`src/rtl/msg_tx_driver_pkg.sv`:
```
// Shared types and constants for the message transmit driver: FSM states,
// beat geometry and header field placement within the 128-bit header beat.
package msg_tx_driver_pkg;

    localparam int BEAT_W         = 128;
    localparam int BYTES_PER_BEAT = 16;

    localparam int HDR_SYNC_LSB  = 96;
    localparam int HDR_TYPE_LSB  = 92;
    localparam int HDR_CNT_LSB   = 64;
    localparam int HDR_SRC_LSB   = 56;
    localparam int HDR_DES_LSB   = 48;
    localparam int HDR_DTYPE_LSB = 40;
    localparam int HDR_DCH_LSB   = 32;
    localparam int HDR_LEN_LSB   = 16;

    typedef enum logic [2:0] {
        ST_IDLE,
        ST_HEADER,
        ST_READ,
        ST_FLUSH,
        ST_DONE
    } tx_state_e;

    // Unlisted bit ranges ([91:80] and [15:0]) stay zero.
    function automatic logic [BEAT_W-1:0] build_header(
        input logic [31:0] sync_word,
        input logic [3:0]  frame_type,
        input logic [15:0] frame_cnt,
        input logic [7:0]  src_id,
        input logic [7:0]  des_id,
        input logic [7:0]  data_type,
        input logic [7:0]  data_channel,
        input logic [15:0] len
    );
        logic [BEAT_W-1:0] beat;
        beat = '0;
        beat[HDR_SYNC_LSB  +: 32] = sync_word;
        beat[HDR_TYPE_LSB  +: 4]  = frame_type;
        beat[HDR_CNT_LSB   +: 16] = frame_cnt;
        beat[HDR_SRC_LSB   +: 8]  = src_id;
        beat[HDR_DES_LSB   +: 8]  = des_id;
        beat[HDR_DTYPE_LSB +: 8]  = data_type;
        beat[HDR_DCH_LSB   +: 8]  = data_channel;
        beat[HDR_LEN_LSB   +: 16] = len;
        return beat;
    endfunction

endpackage

```
`src/rtl/msg_tx_driver_if.sv`:
```
// FIFO read side and beat output stream of the transmit driver.
interface msg_tx_driver_if;
    import msg_tx_driver_pkg::*;

    logic              rd_clk_o;
    logic              rd_en_o;
    logic [7:0]        din_i;
    logic [15:0]       data_count_i;
    logic              empty_i;
    logic              flow_valid_o;
    logic [BEAT_W-1:0] flow_data_o;

    modport master (
        output rd_clk_o, rd_en_o, flow_valid_o, flow_data_o,
        input  din_i, data_count_i, empty_i
    );

    modport slave (
        input  rd_clk_o, rd_en_o, flow_valid_o, flow_data_o,
        output din_i, data_count_i, empty_i
    );

endinterface

```
`src/rtl/msg_byte_packer.sv`:
```
// Packs a byte stream MSB-first into 128-bit beats; flush emits any partial
// beat (including a byte arriving in the same cycle) with zero low bytes.
module msg_byte_packer
    import msg_tx_driver_pkg::*;
(
    input  logic              clk,
    input  logic              rst,
    input  logic [7:0]        byte_in,
    input  logic              byte_valid,
    input  logic              flush,
    output logic [BEAT_W-1:0] beat_data,
    output logic              beat_valid
);

    localparam int IDX_W = $clog2(BYTES_PER_BEAT);

    logic [IDX_W-1:0]  idx;
    logic [BEAT_W-1:0] acc;
    logic [BEAT_W-1:0] merged;
    logic [6:0]        byte_lsb;
    logic              last_slot;

    assign last_slot = (idx == IDX_W'(BYTES_PER_BEAT - 1));
    assign byte_lsb  = 7'((BYTES_PER_BEAT - 1 - int'(idx)) * 8);

    // The outgoing beat already contains the byte being accepted this cycle.
    always_comb begin
        merged = acc;
        if (byte_valid) begin
            merged[byte_lsb +: 8] = byte_in;
        end
    end

    assign beat_data  = merged;
    assign beat_valid = byte_valid ? (last_slot || flush) : (flush && (idx != '0));

    always_ff @(posedge clk or posedge rst) begin
        if (rst) begin
            idx <= '0;
            acc <= '0;
        end else if (beat_valid || flush) begin
            idx <= '0;
            acc <= '0;
        end else if (byte_valid) begin
            idx <= idx + 1'b1;
            acc <= merged;
        end
    end

endmodule

```
`src/rtl/msg_tx_driver.sv`:
```
// Frame transmitter: on a start edge sends a header beat, then reads LEN bytes
// from a FIFO and streams them as 128-bit beats, ending with a done pulse.
module msg_tx_driver
    import msg_tx_driver_pkg::*;
#(
    parameter int ILA_CH  = 0,
    parameter int MAX_LEN = 1024
)(
    input  logic        sys_clk_i,
    input  logic        rst_i,
    input  logic        transmit_start_pluse_i,
    output logic        send_done_o,
    input  logic [31:0] transmit_header,
    input  logic [3:0]  transmit_frame_type,
    input  logic [15:0] transmit_frame_cnt,
    input  logic [7:0]  transmit_src_id,
    input  logic [7:0]  transmit_des_id,
    input  logic [7:0]  transmit_data_type,
    input  logic [7:0]  transmit_data_channel,
    msg_tx_driver_if.master bus
);

    localparam logic [15:0] MAX_LEN_W = 16'(MAX_LEN);

    if ((MAX_LEN % BYTES_PER_BEAT) != 0 || MAX_LEN > 65535 || ILA_CH < 0) begin : g_bad_param
        $error("msg_tx_driver: MAX_LEN must be a 16-bit multiple of 16 and ILA_CH non-negative");
    end

    tx_state_e         state, state_next;
    logic              start_q;
    logic              start_edge;
    logic [15:0]       start_len;
    logic [15:0]       len;
    logic [15:0]       req_cnt;
    logic              rd_en;
    logic              rd_en_d;
    logic              last_byte;
    logic [BEAT_W-1:0] pack_beat;
    logic              pack_valid;

    assign start_edge = transmit_start_pluse_i && !start_q;
    assign start_len  = (bus.data_count_i > MAX_LEN_W) ? MAX_LEN_W : bus.data_count_i;
    assign rd_en      = (state == ST_READ) && !bus.empty_i && (req_cnt < len);
    assign last_byte  = rd_en_d && (req_cnt == len);

    assign bus.rd_clk_o = sys_clk_i;
    assign bus.rd_en_o  = rd_en;
    assign send_done_o  = (state == ST_DONE);

    always_ff @(posedge sys_clk_i or posedge rst_i) begin
        if (rst_i) begin
            state <= ST_IDLE;
        end else begin
            state <= state_next;
        end
    end

    // READ ends when the final requested byte lands in the packer, so the last
    // beat shows during FLUSH and the done pulse follows it directly.
    always_comb begin
        state_next = state;
        case (state)
            ST_IDLE:   if (start_edge) state_next = ST_HEADER;
            ST_HEADER: state_next = (len == '0) ? ST_DONE : ST_READ;
            ST_READ:   if (last_byte) state_next = ST_FLUSH;
            ST_FLUSH:  state_next = ST_DONE;
            ST_DONE:   state_next = ST_IDLE;
            default:   state_next = ST_IDLE;
        endcase
    end

    // start_q resets high so a start level held across reset is not an edge.
    always_ff @(posedge sys_clk_i or posedge rst_i) begin
        if (rst_i) begin
            start_q          <= 1'b1;
            len              <= '0;
            req_cnt          <= '0;
            rd_en_d          <= 1'b0;
            bus.flow_valid_o <= 1'b0;
            bus.flow_data_o  <= '0;
        end else begin
            start_q          <= transmit_start_pluse_i;
            rd_en_d          <= rd_en;
            bus.flow_valid_o <= 1'b0;
            if (state == ST_IDLE && start_edge) begin
                len              <= start_len;
                req_cnt          <= '0;
                bus.flow_valid_o <= 1'b1;
                bus.flow_data_o  <= build_header(transmit_header, transmit_frame_type,
                                                 transmit_frame_cnt, transmit_src_id,
                                                 transmit_des_id, transmit_data_type,
                                                 transmit_data_channel, start_len);
            end else begin
                if (rd_en) begin
                    req_cnt <= req_cnt + 16'd1;
                end
                if (pack_valid) begin
                    bus.flow_valid_o <= 1'b1;
                    bus.flow_data_o  <= pack_beat;
                end
            end
        end
    end

    msg_byte_packer u_packer (
        .clk        (sys_clk_i),
        .rst        (rst_i),
        .byte_in    (bus.din_i),
        .byte_valid (rd_en_d),
        .flush      (last_byte),
        .beat_data  (pack_beat),
        .beat_valid (pack_valid)
    );

endmodule

```
`src/flat_wrapper.sv`:
```
// flat-port wrapper written by rule: the top's interface ports become plain ports
module msg_tx_driver_flat import msg_tx_driver_pkg::*;
#(
    parameter int ILA_CH  = 0,
    parameter int MAX_LEN = 1024
)
  (sys_clk_i, rst_i, transmit_start_pluse_i, send_done_o, transmit_header, transmit_frame_type, transmit_frame_cnt, transmit_src_id, transmit_des_id, transmit_data_type, transmit_data_channel, bus_rd_clk_o, bus_rd_en_o, bus_flow_valid_o, bus_flow_data_o, bus_din_i, bus_data_count_i, bus_empty_i);
  msg_tx_driver_if bus_i ();
  input  logic sys_clk_i;
  input  logic rst_i;
  input  logic transmit_start_pluse_i;
  output logic send_done_o;
  input  logic [31:0] transmit_header;
  input  logic [3:0] transmit_frame_type;
  input  logic [15:0] transmit_frame_cnt;
  input  logic [7:0] transmit_src_id;
  input  logic [7:0] transmit_des_id;
  input  logic [7:0] transmit_data_type;
  input  logic [7:0] transmit_data_channel;
  output wire logic [$bits(bus_i.rd_clk_o)-1:0] bus_rd_clk_o;
  output wire logic [$bits(bus_i.rd_en_o)-1:0] bus_rd_en_o;
  output wire logic [$bits(bus_i.flow_valid_o)-1:0] bus_flow_valid_o;
  output wire logic [$bits(bus_i.flow_data_o)-1:0] bus_flow_data_o;
  input wire logic [$bits(bus_i.din_i)-1:0] bus_din_i;
  input wire logic [$bits(bus_i.data_count_i)-1:0] bus_data_count_i;
  input wire logic [$bits(bus_i.empty_i)-1:0] bus_empty_i;
  assign bus_rd_clk_o = bus_i.rd_clk_o;
  assign bus_rd_en_o = bus_i.rd_en_o;
  assign bus_flow_valid_o = bus_i.flow_valid_o;
  assign bus_flow_data_o = bus_i.flow_data_o;
  assign bus_i.din_i = bus_din_i;
  assign bus_i.data_count_i = bus_data_count_i;
  assign bus_i.empty_i = bus_empty_i;
  msg_tx_driver #(.ILA_CH(ILA_CH), .MAX_LEN(MAX_LEN)) u_core (.sys_clk_i(sys_clk_i), .rst_i(rst_i), .transmit_start_pluse_i(transmit_start_pluse_i), .send_done_o(send_done_o), .transmit_header(transmit_header), .transmit_frame_type(transmit_frame_type), .transmit_frame_cnt(transmit_frame_cnt), .transmit_src_id(transmit_src_id), .transmit_des_id(transmit_des_id), .transmit_data_type(transmit_data_type), .transmit_data_channel(transmit_data_channel), .bus(bus_i));
endmodule
```
`config.mk`:
```
export PLATFORM = sky130hd
export DESIGN_NAME = msg_tx_driver_flat
export DESIGN_NICKNAME = d
export VERILOG_FILES = /design/src/rtl/msg_tx_driver_pkg.sv /design/src/rtl/msg_tx_driver_if.sv /design/src/rtl/msg_byte_packer.sv /design/src/rtl/msg_tx_driver.sv /design/src/flat_wrapper.sv
export SDC_FILE = /design/constraint.sdc
export NUM_CORES = 1
export LEC_CHECK = 0
export BUFFER_PORTS_ARGS = -buffer_cell sky130_fd_sc_hd__buf_2
export CAP_MARGIN = 15
export CORE_AREA = 4 4 220 222
export CTS_CLUSTER_SIZE = 12
export DETAILED_ROUTE_END_ITERATION = 6
export DIE_AREA = 0 0 224 226
export PLACE_DENSITY = 0.45
export SYNTH_ARGS = -nofsm -noshare
export SYNTH_HDL_FRONTEND = slang
export SYNTH_SLANG_ARGS = --single-unit
export TNS_END_PERCENT = 100
```
`constraint.sdc`:
```
create_clock -name sys_clk_i -period 11.2 [get_ports sys_clk_i]
set_clock_uncertainty 0.1 [all_clocks]
set_input_delay 0.56 -clock sys_clk_i [delete_from_list [all_inputs] [get_ports sys_clk_i]]
set_output_delay 0.56 -clock sys_clk_i [all_outputs]
set_load 0.01 [all_outputs]
```
==> summary.txt <==
Outcome
  • Outcome: completed

Drt
  • DR WL/cell: 18.76 um
  • Starting DRT DRC Count: 648
  • Vias per cell: 4.907
  • First-pass iteration count of the detailed router: 5
  • Drt drc: 0
  • DRT antenna net count: 0
  • Vias: 11183
  • Final wirelength: 42760 um

Power
  • Switching share of total power: 36.23%
  • Logic pwr share: 32.8%
  • Cell Int Power: 2.722 mW
  • Clock group share of total power: 27.9%
  • Part of the power in registers: 39.3%
  • Leakage power total: 8.389 nW
  • Total chip power: 4.268 mW
  • Switching pwr: 1.546 mW
  • Worst vdd ir: 0.0001026 V
  • P per Cell Area: 246.1 mW/mm^2

Floorplan
  • Die X: 224 um
  • Std cell rows: 79
  • Initial Util: 29.87%
  • # IOs: 244
  • Core area: 0.04636 mm^2
  • Die area: 0.05062 mm^2
  • Chip Height: 226 um

Yosys
  • YS warnings: 0
  • Main area contributors after synthesis: dfrtp_1 54%, mux2i_1 8.5%, nor2_1 4.6%
  • Commonest register cell after synthesis: dfrtp_1
  • Yosys cell types: 57
  • Async set or reset register ratio after synthesis: 100.0%
  • Synthesized cell area: 0.01385 mm^2
  • Post-synth top area cell: dfrtp_1
  • Syn_nets: 1538
  • Synth Area per Inst: 9.842 um^2
  • Mapped Cells: 1407
  • Top-area cell type share of the netlist area: 53.67%
  • Sequential fraction of the synthesis area: 53.86%
  • Post-synth EDFFs: 0
  • Synth Register Bits: 298

STA
  • Hold Slack: 0.0003426 ns
  • Relative slew slack: 24.40%
  • RSZ-0062 raised after global routing: false
  • Fin. Hold Viols: 0
  • Max-slew violation count: 0
  • Worst slew pin tran: 1.126 ns
  • Final setup violation count: 0
  • Setup TNS: 0 ns

Worst setup path
  • CP Launch Type: clock port
  • Critical Path AT: 5.97 ns
  • WP data required: 10.54 ns
  • Reg2reg setup slack: 7.14 ns
  • Max FO, Critical Path: 2
  • Worst setup endpoint: bus_rd_clk_o
  • Reg2Reg Depth: 8
  • R2R Path Start: u_core.u_packer.idx[0]
  • R2r endpoint: u_core.bus.flow_data_o[59]
  • Setup crit start: sys_clk_i
  • Setup CP Type: clk2out
  • Crit. End Element: output port

GRT
  • Busiest grt layer: met2
  • M3 GR Usage: 3.848%
  • Met2 usage: 25.80%
  • Largest net degree at the start of global routing: 216
  • Total GRT Usage: 16.90%
  • Number of global-route vias before repair: 11213
  • Global-route wire length before repair: 67330 um
  • M1 GR Usage: 23.99%
  • Initial antenna violation count: 4
  • GR Overflow Total: 0

Clock network
  • Clock latency on the worst-skew pair: 0.65 ns
  • Hold_buf cts: 64
  • Clock-pin slew on the worst setup and hold paths: 0.06 ns
  • Postcts setup bufs: 0
  • CTS tree: done
  • CTS resizes: 0

Worst hold path
  • Hold Path Class: in2async

Placed design
  • Inst Count DP: 2152
  • Area after DPL: 0.01549 mm^2
  • RePlAce Congestion: 0.7570
  • DP HPWL: 27270 um
  • PortBufs: 243

Run
  • Max_cap viols: 0

Final layout
  • Layout Nets: 1782
  • Ratio of cells with drive above 1 in the final layout: 19.94%
  • Finished Cell Area: 0.01735 mm^2
  • Finished Layout Cells: 2279
  • Layout area overhead: 25.26%
-- Yosys cell counts (3+ instances only) --
master and n:
nor3b_1 5, buf_1 12, o21ai_1 15, or4_1 6, nand3_1 65, o21ai_0 100, ha_1 19, a211oi_1 34
clkbuf_1 86, a32o_1 3, nand2_1 136, and3_1 12, o211ai_1 11, nor2_1 170, nand4_1 10, o2bb2ai_1 8
nor3_1 30, o21a_1 4, a2111oi_4 3, mux2_2 7, a21o_1 30, buf_2 11, mux2i_1 118, a22o_1 9
inv_1 35, o31ai_1 20, nand2b_1 3, buf_4 4, and2_1 14, a21oi_1 88, dfrtp_1 297, nor4_1 10
-- layout by cell type (no fill, tap or decap), types with 3 or more instances in the layout --
cell / count
ha_1: 19
dlygate4sd3_1: 64
mux2i_1: 118
nand2b_1: 3
nand2_1: 136
a22o_1: 9
clkbuf_16: 42
clkinv_2: 4
and2_1: 14
dfrtp_1: 296
clkbuf_1: 6
nand3_1: 65
buf_4: 6
nor2_1: 170
o211ai_1: 11
a32o_1: 3
nor4_1: 10
o31ai_1: 20
a21o_1: 29
a2111oi_4: 3
a21oi_1: 88
a211oi_1: 34
inv_1: 34
nor3b_1: 5
mux2_2: 7
o21a_1: 3
o21ai_1: 16
buf_2: 243
clkbuf_8: 7
nor3_1: 30
or4_1: 5
o21ai_0: 98
o2bb2ai_1: 8
and3_1: 12
nand4_1: 10
-- routing by layer --
layer	part of all wire, %	wire length (um)	vias up
li1	-	-	5421
met5	0.058	25	-
met1	48	20530	5448
met4	2.2	961	4
met2	45	19200	252
met3	4.8	2038	58
-- how the worst min path moves through the flow --
stage / cells past startpoint / slack, ns / start / end
after floorplan: 1 / 0.35 / u_core.u_packer.acc[126] / u_core.u_packer.acc[126]
after global placement: 1 / 0.36 / u_core.u_packer.acc[126] / u_core.u_packer.acc[126]
after detailed placement: 1 / 0.37 / u_core.u_packer.acc[126] / u_core.u_packer.acc[126]
after CTS: 3 / 0.0003 / transmit_header[8] / u_core.bus.flow_data_o[104]
after global routing: 3 / 0.006 / transmit_src_id[4] / u_core.bus.flow_data_o[60]
final: 2 / 0.0003 / rst_i / u_core.req_cnt[0]
-- layout make-up --
type / instances / area [um^2]
fill: 4667 / 29010
sequential: 298 / 7460
multi-input combinational: 959 / 5819
timing repair buffer: 315 / 1948
clock buffer: 56 / 1175
tap: 607 / 759.5
inverter: 36 / 142.6
clock inverter: 6 / 36.28
antenna: 2 / 5.005
-- worst max-delay path, stage by stage --
cell,delay [ns]
clkbuf_16,0.12
clkbuf_16,0.13
buf_2,0.13
-- kinds of logic (layout without fill, tap and decap cells) --
kind of cell | count (synthesis) | in the layout | synth area share (%)
and+or+nand+nor | 474 | 474 | 15.33
AOI/OAI and AO/OA | 338 | 338 | 15.47
DFF | 298 | 298 | 53.86
buffers and inverters | 150 | 413 | 4.328
muxes | 125 | 125 | 9.099
adders and majority gates | 19 | 19 | 1.717
xor gates and xnor gates | 3 | 3 | 0.1898
other | 0 | 2 | 0
-- power by group through the flow --
| stage | Combinational, mW | Sequential, mW | Clock [mW] |
|---|---|---|---|
| final | 1.40 | 1.68 | 1.19 |
| after global routing | 1.58 | 1.73 | 1.28 |
| after CTS | 1.43 | 1.68 | 1.23 |
| after detailed placement | 1.41 | 1.70 | 0.00540 |
| after global placement | 1.39 | 1.69 | 0.00540 |
| after floorplan | 0.847 | 1.73 | 0.00736 |
-- metrics by stage --
stage               setup WS, ns  util [%]
floorplan                  2.309         -
global placement           4.825     33.40
detailed placement         4.825     33.42
CTS                        4.561     37.41
global route               4.559     37.41
finish                     4.567     37.42
-- sequential cells by signal, summed over array words and instances (netlist names) --
register / flops
u_core.bus.flow_data_o: 128
u_core.u_packer.idx: 4
u_core.u_packer.acc: 128
u_core.start_q: 1
u_core.rd_en_d: 1
u_core.len: 16
u_core.req_cnt: 16
u_core.bus.flow_valid_o: 1
u_core.state: 3
No activity file was read; power rests on OpenSTA's default activity.
